--- src/rtl/uart_stream_master_pkg.sv ---
// Shared constants for the UART stream master: register map, status bit
// positions and FSM state encoding.
package uart_stream_master_pkg;

  localparam logic [1:0] A_CLOCK  = 2'd0;
  localparam logic [1:0] A_CONFIG = 2'd1;
  localparam logic [1:0] A_STATUS = 2'd2;
  localparam logic [1:0] A_DATA   = 2'd3;

  localparam int ST_PAR     = 0;
  localparam int ST_OVR     = 1;
  localparam int ST_TXEMPTY = 2;
  localparam int ST_TXHALF  = 3;
  localparam int ST_TXFULL  = 4;
  localparam int ST_RXEMPTY = 5;
  localparam int ST_RXHALF  = 6;
  localparam int ST_RXFULL  = 7;

  localparam logic [2:0] S_INIT_CLK = 3'd0;
  localparam logic [2:0] S_INIT_CFG = 3'd1;
  localparam logic [2:0] S_STATUS   = 3'd2;
  localparam logic [2:0] S_TX_WR    = 3'd3;
  localparam logic [2:0] S_RX_RD    = 3'd4;

endpackage

--- src/rtl/uart_stream_master.sv ---
// Drives a UART register block: programs divider/config, then polls status
// and moves bytes between the TX/RX streams and the data register.
module uart_stream_master
  import uart_stream_master_pkg::*;
#(
  parameter logic [15:0] P_CLK_DIV = 16'd434,
  parameter logic [6:0]  P_CONFIG  = 7'h63
) (
  input  logic        i_clk,
  input  logic        i_rst,
  input  logic        i_tx_valid,
  input  logic [8:0]  i_tx_data,
  output logic        o_tx_ready,
  output logic        o_rx_valid,
  output logic [8:0]  o_rx_data,
  input  logic        i_rx_ready,
  input  logic        i_cfg_load,
  input  logic [15:0] i_clk_div,
  input  logic [6:0]  i_config,
  input  logic        i_err_clr,
  output logic        o_overrun,
  output logic        o_parity,
  output logic        o_init_done,
  output logic        o_cs,
  output logic        o_wr,
  output logic        o_rd,
  output logic [1:0]  o_addr,
  output logic [31:0] o_wdata,
  input  logic [31:0] i_rdata
);

  logic [2:0]  state_q, state_d;
  logic [15:0] div_q, div_d;
  logic [6:0]  cfg_q, cfg_d;
  logic        init_done_q, init_done_d;
  logic        prio_rx_q, prio_rx_d;
  logic        rx_valid_q, rx_valid_d;
  logic [8:0]  rx_data_q, rx_data_d;
  logic        overrun_q, overrun_d;
  logic        parity_q, parity_d;

  logic        tx_elig, rx_elig;
  logic        cs, wr, rd, tx_ready;
  logic [1:0]  addr;
  logic [31:0] wdata;
  logic        unused_rdata;

  assign unused_rdata = &{1'b0, i_rdata[31:9]};

  always_comb begin
    state_d     = state_q;
    div_d       = div_q;
    cfg_d       = cfg_q;
    init_done_d = init_done_q;
    prio_rx_d   = prio_rx_q;
    rx_valid_d  = rx_valid_q;
    rx_data_d   = rx_data_q;
    overrun_d   = overrun_q;
    parity_d    = parity_q;
    cs          = 1'b0;
    wr          = 1'b0;
    rd          = 1'b0;
    addr        = A_CLOCK;
    wdata       = '0;
    tx_ready    = 1'b0;

    tx_elig = init_done_q && i_tx_valid && !i_rdata[ST_TXFULL];
    rx_elig = init_done_q && !i_rdata[ST_RXEMPTY] && (!rx_valid_q || i_rx_ready);

    if (i_rx_ready) rx_valid_d = 1'b0;
    // Clear first so an error sampled in this same cycle re-sets the flag.
    if (i_err_clr) begin
      overrun_d = 1'b0;
      parity_d  = 1'b0;
    end

    case (state_q)
      S_INIT_CLK: begin
        cs      = 1'b1;
        wr      = 1'b1;
        addr    = A_CLOCK;
        wdata   = {16'd0, div_q};
        state_d = S_INIT_CFG;
      end
      S_INIT_CFG: begin
        cs          = 1'b1;
        wr          = 1'b1;
        addr        = A_CONFIG;
        wdata       = {23'd0, 2'b11, cfg_q};
        init_done_d = 1'b1;
        state_d     = S_STATUS;
      end
      S_STATUS: begin
        cs   = 1'b1;
        rd   = 1'b1;
        addr = A_STATUS;
        if (i_rdata[ST_OVR]) overrun_d = 1'b1;
        if (i_rdata[ST_PAR]) parity_d  = 1'b1;
        if (rx_elig && (prio_rx_q || !tx_elig)) begin
          state_d   = S_RX_RD;
          prio_rx_d = 1'b0;
        end else if (tx_elig) begin
          state_d   = S_TX_WR;
          prio_rx_d = 1'b1;
        end
      end
      S_TX_WR: begin
        tx_ready = 1'b1;
        cs       = i_tx_valid;
        wr       = i_tx_valid;
        addr     = A_DATA;
        wdata    = {23'd0, i_tx_data};
        state_d  = S_STATUS;
      end
      S_RX_RD: begin
        cs         = 1'b1;
        rd         = 1'b1;
        addr       = A_DATA;
        rx_data_d  = i_rdata[8:0];
        rx_valid_d = 1'b1;
        state_d    = S_STATUS;
      end
      default: state_d = S_INIT_CLK;
    endcase

    // A reload lets the current access finish but never starts a stream access.
    if (i_cfg_load) begin
      div_d       = i_clk_div;
      cfg_d       = i_config;
      init_done_d = 1'b0;
      prio_rx_d   = prio_rx_q;
      state_d     = S_INIT_CLK;
    end
  end

  always_ff @(posedge i_clk) begin
    if (i_rst) begin
      state_q     <= S_INIT_CLK;
      div_q       <= P_CLK_DIV;
      cfg_q       <= P_CONFIG;
      init_done_q <= 1'b0;
      prio_rx_q   <= 1'b1;
      rx_valid_q  <= 1'b0;
      rx_data_q   <= '0;
      overrun_q   <= 1'b0;
      parity_q    <= 1'b0;
    end else begin
      state_q     <= state_d;
      div_q       <= div_d;
      cfg_q       <= cfg_d;
      init_done_q <= init_done_d;
      prio_rx_q   <= prio_rx_d;
      rx_valid_q  <= rx_valid_d;
      rx_data_q   <= rx_data_d;
      overrun_q   <= overrun_d;
      parity_q    <= parity_d;
    end
  end

  // Bus strobes are decoded from the current state; reset masks them so no
  // access is issued while the block is held in reset.
  assign o_cs        = cs & ~i_rst;
  assign o_wr        = wr & ~i_rst;
  assign o_rd        = rd & ~i_rst;
  assign o_addr      = i_rst ? A_CLOCK : addr;
  assign o_wdata     = i_rst ? 32'd0 : wdata;
  assign o_tx_ready  = tx_ready & ~i_rst;
  assign o_rx_valid  = rx_valid_q;
  assign o_rx_data   = rx_data_q;
  assign o_overrun   = overrun_q;
  assign o_parity    = parity_q;
  assign o_init_done = init_done_q;

endmodule

--- config.mk ---
export PLATFORM = sky130hd
export DESIGN_NAME = uart_stream_master
export DESIGN_NICKNAME = d
export VERILOG_FILES = /design/src/rtl/uart_stream_master_pkg.sv /design/src/rtl/uart_stream_master.sv
export SDC_FILE = /design/constraint.sdc
export NUM_CORES = 1
export LEC_CHECK = 0
export ABC_AREA = 1
export CORE_MARGIN = 5
export CORE_UTILIZATION = 33
export DETAILED_ROUTE_END_ITERATION = 12
export PLACE_DENSITY = 0.86
export SETUP_SLACK_MARGIN = 0.5
export SLEW_MARGIN = 5
export SYNTH_ARGS = -nofsm -noshare
export SYNTH_HDL_FRONTEND = slang
export SYNTH_SLANG_ARGS = --single-unit
--- constraint.sdc ---
create_clock -name i_clk -period 1.19 [get_ports i_clk]
set_clock_uncertainty 0.1 [all_clocks]
set_input_delay 0.1785 -clock i_clk [delete_from_list [all_inputs] [get_ports i_clk]]
set_output_delay 0.1785 -clock i_clk [all_outputs]
set_load 0.02 [all_outputs]
# --- Word level (Yosys, flattened, before mapping) ---
# Cells that the tools add are included.
classes:
  n_eq_ne: 5
  mux: 21
  bitwise: 6
  reduce_logical: 21
op_table:
  columns: ["op", "count"]
  rows:
  - ["one-hot mux 16 bit (3 select lines)", 1]
  - ["2-to-1 mux 32 bit", 1]
  - ["2-to-1 mux 1 bit", 12]
  - ["one-hot mux 3 bit (3 select lines)", 1]
  - ["OR reduction 2 bit", 4]
  - ["equality test 3 x 2 -> 1 bit, second input constant", 2]
  - ["2-to-1 mux 3 bit", 2]
  - ["one-hot mux 2 bit (3 select lines)", 1]
  - ["logical AND 1 bit", 5]
  - ["AND 1 bit", 4]
  - ["zero test 1 bit", 4]
  - ["one-hot mux 1 bit (2 select lines)", 2]
  - ["nonzero test 2 bit", 2]
  - ["OR reduction 4 bit", 1]
  - ["equality test 3 x 1 -> 1 bit, second input constant", 1]
  - ["equality test 3 bit, second input constant", 1]
  - ["zero test 3 bit", 1]
  - ["!= test 3 bit, second input constant", 1]
  - ["AND reduction 3 bit", 1]
  - ["OR reduction 3 bit", 1]
  - ["logical OR 1 bit", 2]
  - ["2-to-1 mux 2 bit", 1]
  - ["inverter 1 bit", 2]
totals:
  register_bits: 40
  input_bits: 70
  output_inout_bits: 51
  elab_cells: 62

# --- Depth between registers and ports, before layout ---
logic_depth:
  word_depth: 7
  ltp_mapped: 7
  ltp_nobuf: 7

# --- Worst setup path before layout ---
# Ideal clock, no wire load.
synth_timing:
  path_type: "flip-flop to output port"
  from: "reg state_q[1]"
  to: "out o_rd"
  arrival_ns: 1.169
  t_required_ns: 0.912
  setup_slack_ns: -0.257
  path_stages_with_launch: 5
  path_buffers: 0
  path_cell_list: "dfxtp_1 inv_2 nand2_2 inv_1 nor3_1"
synth_via:
  elab_chain_len: 4
  elab_cells_between_ends: 5
  cone_classes: "eq/ne: 2; mux: 1; bitwise: 1; reduce/logical: 1"
synth_rtl:
  columns: ["element", "line_no", "text"]
  rows:
  - ["from (decl)", "uart_stream_master.sv:32", "logic [2:0] state_q, state_d;"]
  - ["from (signal assigned)", "uart_stream_master.sv:148", "state_q <= state_d;"]
  - ["equality test 3 x 2 -> 1 bit or equality test 3 bit (tied branches)", "uart_stream_master.sv:77", "case (state_q)"]
  - ["OR reduction 2 bit (no line) *", null, null]
  - ["2-to-1 mux 1 bit *", "uart_stream_master.sv:77", null]
  - ["AND 1 bit *", "uart_stream_master.sv:164", "assign o_rd = rd & ~i_rst;"]
  - ["to (decl)", "uart_stream_master.sv:26", "output logic o_rd,"]
# Mark *: on every way between the ends. The rest lies on a longest branch, timed or not.

# --- Final worst setup path ---
layout_timing:
  from: "reg state_q[1]"
  to: "out o_wdata[0]"
layout_via:
  elab_chain_len: 3
  elab_cells_between_ends: 5
  cone_classes: "eq/ne: 2; mux: 2; reduce/logical: 1"
layout_rtl:
  columns: ["element", "line_no", "text"]
  rows:
  - ["equality test 3 x 2 -> 1 bit (tied with other cells)", "uart_stream_master.sv:77", null]
  - ["one-hot mux 16 bit (3 select lines) *", "uart_stream_master.sv:77", null]
  - ["2-to-1 mux 32 bit *", "uart_stream_master.sv:166", "assign o_wdata = i_rst ? 32'd0 : wdata;"]
  - ["to (decl)", "uart_stream_master.sv:28", "output logic [31:0] o_wdata,"]
# Marks and branches as above.

==> results.py <==
metrics = {
    "synthesis": {
        "yosys_register_bits": 40,
        "synth.most_common_cell": "nor2_1",
        "synth_cell_types": 18,
        "synth_top_family_by_area": "simple AND/OR/NAND/NOR gates",
        "syn-cell-area_mm2": 0.001948,
        "yosys.area_share.simple_pct": 32.69,
        "seq_area_frac_synth_pct": 41.10,
        "synthMuxAreaShare_pct": 0,
        "synthTopCellsByArea": "dfxtp_1, nor2_1, nand2_1",
        "synthXorXnorAreaFrac_pct": 0,
        "netlist_instances": 294,
        "synth_commonest_cells": "nor2_1, nand2_1, dfxtp_1",
        "yosys.area.top_type_share_pct": 41.10,
        "ys.flop_type": "dfxtp_1",
        "synthAdderAreaFrac_pct": 0,
        "async_flop_share_pct": 0,
        "synth_compound_area_share_pct": 11.75,
        "synth_edf_count": 0,
        "syn_avg_cell_area_um2": 6.626,
        "yosys.area.top_type": "dfxtp_1",
        "ys_warn_count": 0,
    },
    "route": {
        "drt_iter0_drc": 123,
        "postRouteAntennaNets": 0,
        "remaining_drc_errors": 0,
        "drt-total-wl_um": 7486,
        "drtPass1Iterations": 4,
        "num_vias": 2398,
        "wire_per_inst_um": 14.91,
        "vias_per_cell": 4.777,
    },
    "min_path": {
        "hold_depth": 3,
        "min_path_type": "input port to register",
        "worstHoldStart": "i_config[0]",
        "hold_end": "cfg_q[0]$_SDFFE_PP1P_",
    },
    "timing": {
        "post-route-min-period_ns": 1.807,
        "fmax_ghz": 0.5533,
        "finalMaxSlewViolations": 0,
        "rsz0062_at_grt": "true",
        "finalSetupViolCount": 38,
        "hold_viol": 0,
        "period_share_pct": 151.9,
        "whs_ns": 0.01795,
        "worst_slack_ns": -0.6172,
    },
    "cells_and_area": {
        "design_area_mm2": 0.003886,
        "fin_nets": 496,
        "final_cells": 502,
        "layout-drive-gt1-share_pct": 54.57,
        "diodes": 0,
        "syn_to_final_growth_pct": 99.49,
        "final_util_pct": 66.82,
    },
    "grt": {
        "grt_pass1_vias": 2318,
        "overflow": 0,
        "grt_first_pass_wirelength_um": 10730,
        "antenna_found_initial": 0,
        "grt_max_degree": 15,
        "track_usage_pct": 17.70,
    },
    "clock_network": {
        "cts_root_buffer": "clkbuf_8",
        "clockBufferDepth": 2,
        "insertion_delay_ns": 0.29,
        "clk_pin_slew_ns": 0.09,
        "cts_hold_buf": 0,
        "cts_buffers": 5,
        "htree_levels": 2,
        "cts_tree": "built",
        "clock_sink_count": 40,
    },
    "setup_path": {
        "endpoint_kind": "primary output",
        "cpMostUsedCell": "buf_6",
        "rr_worst_depth": 9,
        "worstReg2RegStart": "state_q[1]$_SDFFE_PP0P_",
        "crit_fanout": 3,
        "cp_top_family": "simple AND/OR/NAND/NOR gates",
        "cp_data_required_time_ns": 0.91,
        "r2r_end": "o_rx_data[1]$_SDFFE_PP0P_",
        "crit_chain": "inv_6 -> nand2_4 -> nor2_4 -> buf_6 -> buf_6 -> nand2_2 -> nand2_2 -> nor2_2 -> nor2_2 -> buf_6",
        "crit_buf_inv": 4,
        "cp_slowest_cell": "dfxtp_4",
        "crit_arrival_ns": 1.53,
        "crit_path_max_incr_delay_ns": 0.38,
        "reg2reg_slack_ns": -0.40,
        "worstSetupStartpointType": "register",
        "path_class": "register to primary output",
    },
    "placement": {
        "numPlacedInstances": 469,
        "place_area_mm2": 0.003120,
        "port-buffer-count": 81,
        "hpwlAfterDp_um": 4551,
        "dp_slack_ns": -0.9066,
        "gp_congestion": 0.8204,
    },
    "die": {
        "die_x_um": 86.84,
        "io_pins": 121,
        "core-area_mm2": 0.005816,
        "std_cell_rows": 28,
        "fp.dieH_um": 86.84,
        "initial_utilization_pct": 33.50,
        "die_area_mm2": 0.007540,
    },
    "power_and_ir_drop": {
        "power_density_mw_per_mm2": 872.7,
        "peakVddDrop_mv": 0.7242,
        "p_leak_nw": 1.714,
    },
    "run": {
        "cap_violations": 0,
    },
    "status": {
        "violations": "negative setup slack",
        "status": "finished with violations",
    },
}
==> area by class of cell <==
type,instances,area [um^2]
clock buffers,7,76.32
clock inverters,1,8.758
fillers,462,1929
inverters,24,145.1
multi-input cells,217,1310
flip-flops and latches,40,857.1
well taps,75,93.84
repair buffers,136,1381
repair inverters,2,13.76
==> worst reg2reg max path, cell delays in order (launching register included) <==
cell,delay [ns]
dfxtp_4,0.38
buf_4,0.13
buf_6,0.11
nor2_4,0.14
buf_6,0.11
buf_6,0.10
nand2_8,0.08
buf_12,0.15
o21ai_2,0.11
nor2_1,0.07
==> registers in the layout, indices dropped and copies added, names as in the netlist <==
name         flops
cfg_q            7
div_q           16
o_init_done      1
o_overrun        1
o_parity         1
o_rx_data        9
o_rx_valid       1
prio_rx_q        1
state_q          3
==> layout by cell type (no fill, tap or decap), types with 10 or more instances in the layout <==
cell              n
nor2_1           54
buf_6            52
nand2_1          46
clkdlybuf4s50_1  40
buf_4            35
dfxtp_2          30
o21ai_2          18
conb_1           16
nor2_4           13
nor2_2           12
o21ai_1          10
nand2_2          10
==> cells by family (layout without fill, tap and decap cells) <==
kind of cell	after synthesis	in the layout
simple gates	156	156
buf+inv	52	170
compound gates	45	45
flops	40	40
other cells	1	16
==> how the worst max path moves through the flow <==
stage	depth (start not counted)	from	slack, ns	endpoint
2_1_floorplan	7	state_q[1]$_SDFFE_PP0P_	-0.13	o_wdata[4]
3_3_place_gp	5	i_rst	-0.87	o_addr[0]
3_5_place_dp	5	i_rst	-0.91	o_addr[0]
4_1_cts	9	state_q[0]$_SDFFE_PP0P_	-0.62	o_wdata[6]
5_1_grt	8	state_q[2]$_SDFFE_PP0P_	-0.69	o_wdata[6]
6_report	10	state_q[1]$_SDFFE_PP0P_	-0.62	o_wdata[0]
==> report_power, final <==
group	internal [mW]	switching, mW
registers	1.40	0.0433
logic	0.513	0.524
clock network	0.420	0.490
==> metal layers <==
| metal | global-route usage, % | wire length [um] | vias to the layer above |
|---|---|---|---|
| li1 | - | - | 1147 |
| met3 | 3.897 | 486 | 18 |
| met5 | 0 | 0 | - |
| met1 | 20.95 | 2759 | 1132 |
| met2 | 31.26 | 4062 | 101 |
| met4 | 6.091 | 178 | 0 |
==> stage by stage <==
step / power [mW] / TNS, ns
after global placement: 2.215 / -26.66
after CTS: 3.268 / -11.80
after global routing: 3.534 / -18.24
after detailed placement: 2.231 / -27.55
final: 3.392 / -16.21
after floorplan: 1.922 / -2.047
==> timing repair <==
item / 4_1_cts / 5_1_grt
setup buffers: 16 / 7
setup endpoints to repair: 75 / 75
gates resized for setup: 311 / 82
pin swaps: 14 / 25
gates cloned: 1 / 1
Note: power is estimated with default switching activity, not from simulation.
